**src/rtl/tff_counter_pkg.sv**
```systemverilog
// ============================================================================
// Module  : tff_counter_pkg
// Purpose : Shared constants and elaboration helpers for the T-flip-flop
//           up/down modulo counter and its testbench.
// Rev     : 1.0  initial release
// ============================================================================
`default_nettype none

package tff_counter_pkg;

    // Direction encoding of the counter's up input.
    localparam logic DIR_UP = 1'b1;
    localparam logic DIR_DN = 1'b0;

    // Ceiling log2; used to check that MODULUS fits in WIDTH bits.
    function automatic int clog2_f(input int value);
        int r;
        r = 0;
        for (int v = value - 1; v > 0; v = v >> 1) begin
            r = r + 1;
        end
        return r;
    endfunction

endpackage : tff_counter_pkg

`default_nettype wire

```
**src/rtl/tff_cell.sv**
```systemverilog
// ============================================================================
// Module  : tff_cell
// Purpose : Single T flip-flop with asynchronous active-low reset.
// Rev     : 1.0  initial release
// ============================================================================
`default_nettype none

module tff_cell (
    input  logic clk,
    input  logic rst,
    input  logic t,
    output logic q
);

    logic r_q;

    always_ff @(posedge clk or negedge rst) begin
        if (!rst) begin
            r_q <= 1'b0;
        end else begin
            r_q <= r_q ^ t;
        end
    end

    assign q = r_q;

endmodule : tff_cell

`default_nettype wire

```
**src/rtl/tff_updown_counter.sv**
```systemverilog
// ============================================================================
// Module  : tff_updown_counter
// Purpose : Up/down modulo counter built from a bank of T flip-flops, with
//           enable, clamped parallel load and combinational terminal count.
//           Define TFFCNT_SATURATE_EN to saturate instead of wrapping.
// Rev     : 1.0  initial release
// ============================================================================
`default_nettype none

module tff_updown_counter
    import tff_counter_pkg::*;
#(
    parameter int WIDTH   = 4,
    parameter int MODULUS = 2**WIDTH
) (
    input  logic             clk,
    input  logic             rst,
    input  logic             en,
    input  logic             up,
    input  logic             load,
    input  logic [WIDTH-1:0] d,
    output logic [WIDTH-1:0] q,
    output logic             tc
);

    // Terminal value kept at WIDTH+1 bits so MODULUS = 2**WIDTH cannot overflow.
    localparam logic [WIDTH:0]   c_MAX_EXT = (WIDTH+1)'(MODULUS - 1);
    localparam logic [WIDTH-1:0] c_MAX     = c_MAX_EXT[WIDTH-1:0];
    localparam logic [WIDTH-1:0] c_ONE     = WIDTH'(1);

`ifdef TFFCNT_SATURATE_EN
    localparam bit c_SATURATE = 1'b1;
`else
    localparam bit c_SATURATE = 1'b0;
`endif

    generate
        if (WIDTH < 1 || MODULUS < 2 || clog2_f(MODULUS) > WIDTH) begin : g_bad_params
            $error("tff_updown_counter: MODULUS must be in 2..2**WIDTH and WIDTH >= 1");
        end
    endgenerate

    logic [WIDTH-1:0] w_q;
    logic [WIDTH-1:0] w_next;
    logic [WIDTH-1:0] w_t;
    logic [WIDTH-1:0] w_load_val;
    logic             w_at_max;
    logic             w_at_zero;

    assign w_at_max   = ({1'b0, w_q} == c_MAX_EXT);
    assign w_at_zero  = (w_q == '0);
    assign w_load_val = ({1'b0, d} > c_MAX_EXT) ? c_MAX : d;

    always_comb begin
        w_next = w_q;
        if (load) begin
            w_next = w_load_val;
        end else if (en) begin
            if (up == DIR_UP) begin
                if (w_at_max) begin
                    w_next = c_SATURATE ? c_MAX : '0;
                end else begin
                    w_next = w_q + c_ONE;
                end
            end else begin
                if (w_at_zero) begin
                    w_next = c_SATURATE ? '0 : c_MAX;
                end else begin
                    w_next = w_q - c_ONE;
                end
            end
        end
    end

    // Each cell toggles exactly where the next count differs from the current one.
    assign w_t = w_next ^ w_q;

    generate
        for (genvar i = 0; i < WIDTH; i++) begin : g_cell
            tff_cell u_cell (
                .clk (clk),
                .rst (rst),
                .t   (w_t[i]),
                .q   (w_q[i])
            );
        end
    endgenerate

    assign q  = w_q;
    assign tc = en & ~load & (((up == DIR_UP) & w_at_max) | ((up == DIR_DN) & w_at_zero));

endmodule : tff_updown_counter

`default_nettype wire

```
**config.mk**
```make
export PLATFORM = sky130hd
export DESIGN_NAME = tff_updown_counter
export DESIGN_NICKNAME = d
export VERILOG_FILES = /design/src/rtl/tff_counter_pkg.sv /design/src/rtl/tff_cell.sv /design/src/rtl/tff_updown_counter.sv
export SDC_FILE = /design/constraint.sdc
export NUM_CORES = 1
export LEC_CHECK = 0
export BUFFER_PORTS_ARGS = -buffer_cell sky130_fd_sc_hd__buf_2
export CAP_MARGIN = 10
export CELL_PAD_IN_SITES_DETAIL_PLACEMENT = 1
export CELL_PAD_IN_SITES_GLOBAL_PLACEMENT = 1
export CORE_MARGIN = 2
export CORE_UTILIZATION = 33
export DETAILED_ROUTE_END_ITERATION = 6
export PLACE_DENSITY_LB_ADDON = 0.15
export REMOVE_ABC_BUFFERS = 1
export SYNTH_ARGS = -nofsm -noshare
export SYNTH_HDL_FRONTEND = slang
export SYNTH_HIERARCHICAL = 1
export SYNTH_SLANG_ARGS = --single-unit
```
**constraint.sdc**
```tcl
create_clock -name clk -period 2.2 [get_ports clk]
set_clock_uncertainty 0.15 [all_clocks]
set_input_delay 0.22 -clock clk [delete_from_list [all_inputs] [get_ports clk]]
set_output_delay 0.22 -clock clk [all_outputs]
set_load 0.02 [all_outputs]
```
==> results of run 1 <==
metrics by stage:
stage	setup slack [ns]	hold slack [ns]
after CTS	0.234	0.161
after global placement	0.260	-0.122
after global routing	0.117	0.172
final	0.246	0.163
after detailed placement	0.253	-0.123
after floorplan	0.302	-0.226
cells in the final DEF, fill, tap and decap left out:
master and instances:
xor2_1 5, nand3_1 2, o21ai_0 1, nor2_1 2, mux2_2 1, a221oi_1 2, nor4b_1 1, nand2b_1 2
dfrtp_1 4, inv_1 5, a32oi_1 1, o21bai_1 1, a21oi_1 6, buf_2 13, clkbuf_4 3, ha_1 2
buf_4 1, xnor2_1 3, and3_4 1, o311ai_0 1, nand2_1 2, o221ai_2 1, nand4_1 1, nor2b_1 1
o311ai_1 1, a31o_1 1, dlygate4sd3_1 1
cells by family after synthesis:
logic type | Yosys count | synth area share [%]
AO/OA/AOI/OAI | 15 | 25.6
XOR/XNOR | 8 | 16.3
adder cells (fa/ha/maj) | 2 | 5.81
buffers and inverters | 9 | 10.2
flip-flops | 4 | 23.3
multiplexers | 1 | 2.62
AND/OR/NAND/NOR | 12 | 16.3
synth_stat cells:
cell,instances
a21oi_1,6
a221oi_1,2
a31o_1,1
a32oi_1,1
and3_4,1
buf_2,2
buf_6,1
clkbuf_1,1
dfrtp_1,4
ha_1,2
inv_1,5
mux2_2,1
nand2_1,2
nand2b_1,2
nand3_1,2
nand4_1,1
nor2_1,2
nor2b_1,1
nor4b_1,1
o21ai_0,1
o21bai_1,1
o221ai_2,1
o311ai_0,1
o311ai_1,1
xnor2_1,3
xor2_1,5
final cells by class:
cell class	instances	share of cell area, %
inverters	5	3.55
multi-input cells	38	54.1
clock buffers	3	4.26
well taps	15	3.55
flip-flops and latches	4	18.9
repair buffers	15	15.6
worst max-delay path: stages, from the launching register on:
cell and delay, ns:
dfrtp_1 0.53, inv_1 0.11, ha_1 0.24, o21bai_1 0.18
a21oi_1 0.16, o311ai_1 0.11, a32oi_1 0.23, xor2_1 0.15
routing by layer:
metal / wire [microns] / share of wire [%] / vias to the layer above / global-route usage [%]
li1: - / - / 210 / -
met1: 484 / 46 / 201 / 19.5
met2: 461 / 44 / 22 / 25.4
met3: 91 / 8.6 / 4 / 3.33
met4: 19 / 1.8 / 0 / 7.76
met5: 0 / 0 / - / 0
worst min path at each step:
stage               start                 end  cells after the start
global route          rst  g_cell[1].u_cell/q                      2
CTS                   rst  g_cell[3].u_cell/q                      2
floorplan             rst  g_cell[0].u_cell/q                      0
global placement      rst  g_cell[2].u_cell/q                      1
finish                rst  g_cell[3].u_cell/q                      2
detailed placement    rst  g_cell[3].u_cell/q                      1
power by group:
part / leakage, nW / internal [mW] / switching, mW
registers: 0.0466 / 0.115 / 0.109
clock network: 0.0138 / 0.0611 / 0.0321
logic: 0.182 / 0.215 / 0.234
repair_timing:
action | CTS | global route
resized for setup | 0 | 0
hold buffers | 1 | 0
hold endpoints to repair | 4 | 0
==> flow_metrics.tcl, run 1 <==
set metrics [dict create \
    netlist_top_cells_area "dfrtp_1 (23%), xor2_1 (10%), a21oi_1 (7.0%), xnor2_1 (6.1%), ha_1 (5.8%)" \
    grt_pass1_wl_microns 1640 \
    syn2layout_area_growth_pct 23.0 \
    layout-drive-gt1-share_pct 30.8 \
    crit_required_ns 2.21 \
    grt_max_degree 12 \
    r2r-start "g_cell[0].u_cell/q" \
    crit_start "g_cell[0].u_cell/q" \
    outcome "finished clean" \
    cts.sinks 4 \
    setup_viol 0 \
    grt_pass1_vias 368 \
    cts_tree "done" \
    drv_cap 0 \
    clock-root-buffer "clkbuf_4" \
    ys_types 26 \
    die_w_microns 40.1 \
    die_h_microns 40.1 \
    die_area_sq_um 1610 \
    vdd_drop_max_uv 423 \
    portBuffers 13 \
    synth_area_sq_um 430 \
    fin_tns_setup_ns 0 \
    worst_r2r_endpoint "g_cell[3].u_cell/q" \
    fin_nets 78 \
    diodes 0 \
    largest_reg_flops 4 \
    start_util_pct 34.4 \
    clkTransAtPathRegs_ns 0.04 \
    detailed_place_hpwl_microns 821 \
    power_density_nw_per_um2 1450 \
    post-route-period-util_pct 88.8 \
    dpl_cell_area_sq_um 497 \
    clk_path_buf_depth 2 \
    num_vias 437 \
    worstPathArrival_ns 1.97 \
    cts_made_buffers 3 \
    gp_congestion 0.682 \
    cp_max_fo 10 \
    end_kind "flip-flop" \
    grt_overflow 0 \
    max_slew_margin_pct 76.9 \
    h-tree-depth 1 \
    rrSetupSlack_ns 0.25 \
    rsz0062_at_grt "no" \
    hold_path_class "input pin to asynchronous set/reset pin" \
    final_util_pct 42.3 \
    final_cells 80 \
    place_inst 76 \
    grt_antenna_before_repair 0 \
    fin_crit_ns 1.95 \
    power_mw 0.766 \
    cp-endpoint "g_cell[3].u_cell/q" \
    tightestPinTransition_ns 0.347 \
    multi_input_area_sq_um 287 \
    dr.pass1.iters 4 \
    post-cts-setup-buffers 0 \
    boundaryPins 14 \
    finalHoldViolCount 0 \
    drv_slew 0 \
    netlist.area_leader.share_pct 23.3 \
    yosysWarnings 6 \
    leakage_nw 0.242 \
    fp.coreArea_sq_um 1250 \
    ys_seq_elements 4 \
    critPathLaunchType "flip-flop" \
    nFillCells 162 \
    via_per_inst 5.46 \
    netlist_instances 51 \
    design_area_sq_um 529 \
    first_iter_violations 17 \
    rr_worst_depth 7 \
    ys_seq_area_share_pct 23.3 \
    crit_type "flip-flop to flip-flop" \
    max_freq_mhz 512 \
    fp-row-count 13 \
    track_usage_pct 15.7 \
    synth_top_area_cell "dfrtp_1" \
    wl_per_cell_microns 13.2 \
    antenna_left 0 \
    insertion_delay_ns 0.24 \
    seqCellArea_sq_um 100 \
    drc 0 \
    syn_avg_cell_area_sq_um 8.44 \
    wirelength_microns 1060 \
]
Note: power is estimated with default switching activity, not from simulation.
==> inputs of run 2 (changes only) <==
--- a/config.mk
+++ b/config.mk
@@ -13,7 +13,7 @@
 export CORE_UTILIZATION = 33
 export DETAILED_ROUTE_END_ITERATION = 6
 export PLACE_DENSITY_LB_ADDON = 0.15
-export REMOVE_ABC_BUFFERS = 1
+export SKIP_CTS_REPAIR_TIMING = 1
 export SYNTH_ARGS = -nofsm -noshare
 export SYNTH_HDL_FRONTEND = slang
 export SYNTH_HIERARCHICAL = 1
==> constraint.sdc (replaced) <==
create_clock -name clk -period 2 [get_ports clk]
set_clock_uncertainty 0.15 [all_clocks]
set_input_delay 0.2 -clock clk [delete_from_list [all_inputs] [get_ports clk]]
set_output_delay 0.2 -clock clk [all_outputs]
set_load 0.02 [all_outputs]
==> run 2 against run 1 <==
Net effect:
- routed wire length up 7.1%
- critical path depth unchanged
- clock power up 14%
- setup slack worse by 0.062 ns
- hold slack worse by 0.012 ns
- critical endpoint unchanged
- first-iteration DRC count down 53%
- clock-buffer cell count unchanged
- critical path type unchanged
==> flow_metrics.tcl, run 2 (synthesis results as in run 1) <==
set metrics [dict create \
    grt_antenna_before_repair 0 \
    setup_viol 0 \
    cts_made_buffers 3 \
    max_slew_margin_pct 75.8 \
    final_cell_mix "buf_2 (13), a21oi_1 (6), inv_1 (5), xor2_1 (5)" \
    portBuffers 13 \
    critPathLaunchType "flip-flop" \
    fp.coreArea_sq_um 1250 \
    grt_overflow 0 \
    dpl_cell_area_sq_um 512 \
    tightestPinTransition_ns 0.362 \
    grt_pass1_wl_microns 1790 \
    via_per_inst 5.27 \
    detailed_place_hpwl_microns 894 \
    start_util_pct 34.4 \
    die_w_microns 40.1 \
    design_area_sq_um 546 \
    grt_max_degree 12 \
    vdd_drop_max_uv 530 \
    gp_congestion 0.720 \
    whs_ns 0.151 \
    final_cells 82 \
    post-route-period-util_pct 90.8 \
    clkTransAtPathRegs_ns 0.05 \
    hold_path_class "input pin to asynchronous set/reset pin" \
    outcome "finished clean" \
    drc 0 \
    place_inst 78 \
    fin_nets 80 \
    clk_path_buf_depth 2 \
    finalHoldViolCount 0 \
    setup_ws_ns 0.184 \
    boundaryPins 14 \
    worstPathArrival_ns 1.77 \
    cts.sinks 4 \
    met3_length_microns 27 \
    fin_tns_setup_ns 0 \
    power_density_nw_per_um2 1620 \
    crit_type "flip-flop to flip-flop" \
    nFillCells 149 \
    antenna_left 0 \
    wirelength_microns 1130 \
    largest_reg_flops 4 \
    cts_tree "done" \
    power_mw 0.883 \
    insertion_delay_ns 0.24 \
    end_kind "flip-flop" \
    wl_per_cell_microns 13.8 \
    wl_met2_microns 567 \
    h-tree-depth 1 \
    drv_slew 0 \
    seqCellArea_sq_um 101 \
    leakage_nw 0.251 \
    diodes 0 \
    crit_required_ns 1.95 \
    track_usage_pct 17.3 \
    grt_pass1_vias 394 \
    max_freq_mhz 551 \
    final_common_cell "buf_2" \
    dr.pass1.iters 4 \
    cp_max_fo 4 \
    fp-row-count 13 \
    highest_layer "met3" \
    drv_cap 0 \
    first_iter_violations 8 \
    rrSetupSlack_ns 0.18 \
    syn_nets 62 \
    syn2layout_area_growth_pct 26.7 \
    num_vias 432 \
    r2r-start "g_cell[0].u_cell/q" \
    post-place-ws_ns 0.167 \
    die_h_microns 40.1 \
    multi_input_area_sq_um 287 \
    die_area_sq_um 1610 \
    final_util_pct 43.6 \
    clock-root-buffer "clkbuf_4" \
    wl_met1_microns 536 \
    rsz0062_at_grt "no" \
    fin_crit_ns 1.82 \
    layout-drive-gt1-share_pct 34.3 \
    crit_start "g_cell[0].u_cell/q" \
]
## run 2: changes by cell type in the layout (fill, tap and decap cells not counted), sizes merged
cell,before,now
buf,14,16
## run 2: final timing paths
path | end | depth (start not counted)
worst max-delay path | g_cell[3].u_cell/q | 7
worst min-delay path | g_cell[1].u_cell/q | 2
worst max register to register | g_cell[3].u_cell/q | 7
worst min register to register | g_cell[1].u_cell/q | 2
max in group asynchronous | g_cell[0].u_cell/q | 2
min in group clk | g_cell[2].u_cell/q | 4
## run 2: metal layers
| layer | track usage [%] | vias to the layer above |
|---|---|---|
| met2 | 29.0 | 8 |
| met1 | 21.1 | 207 |
| met3 | 1.67 | 0 |
| met5 | 0 | - |
| met4 | 10.3 | 0 |
| li1 | - | 217 |
## run 2: cell type report
class | instances | area share, %
multi-input combinational | 38 | 52.5
clock buffer | 3 | 4.13
sequential | 4 | 18.6
tap | 15 | 3.44
timing repair buffer | 17 | 17.9
inverter | 5 | 3.44
## run 2: worst max-delay path: stages, from the launching register on
cell,delay [ns]
dfrtp_1,0.41
inv_1,0.09
ha_1,0.17
o21bai_1,0.14
a21oi_1,0.10
o311ai_1,0.28
a32oi_1,0.15
xor2_1,0.20
## run 2: report_power, final
| part | total, mW | internal [mW] | leakage (nW) | switching [mW] |
|---|---|---|---|---|
| clock | 0.106 | 0.0675 | 0.0138 | 0.0383 |
| sequential | 0.226 | 0.129 | 0.0456 | 0.0974 |
| combinational | 0.551 | 0.261 | 0.192 | 0.290 |
| total | 0.883 | 0.458 | 0.251 | 0.425 |
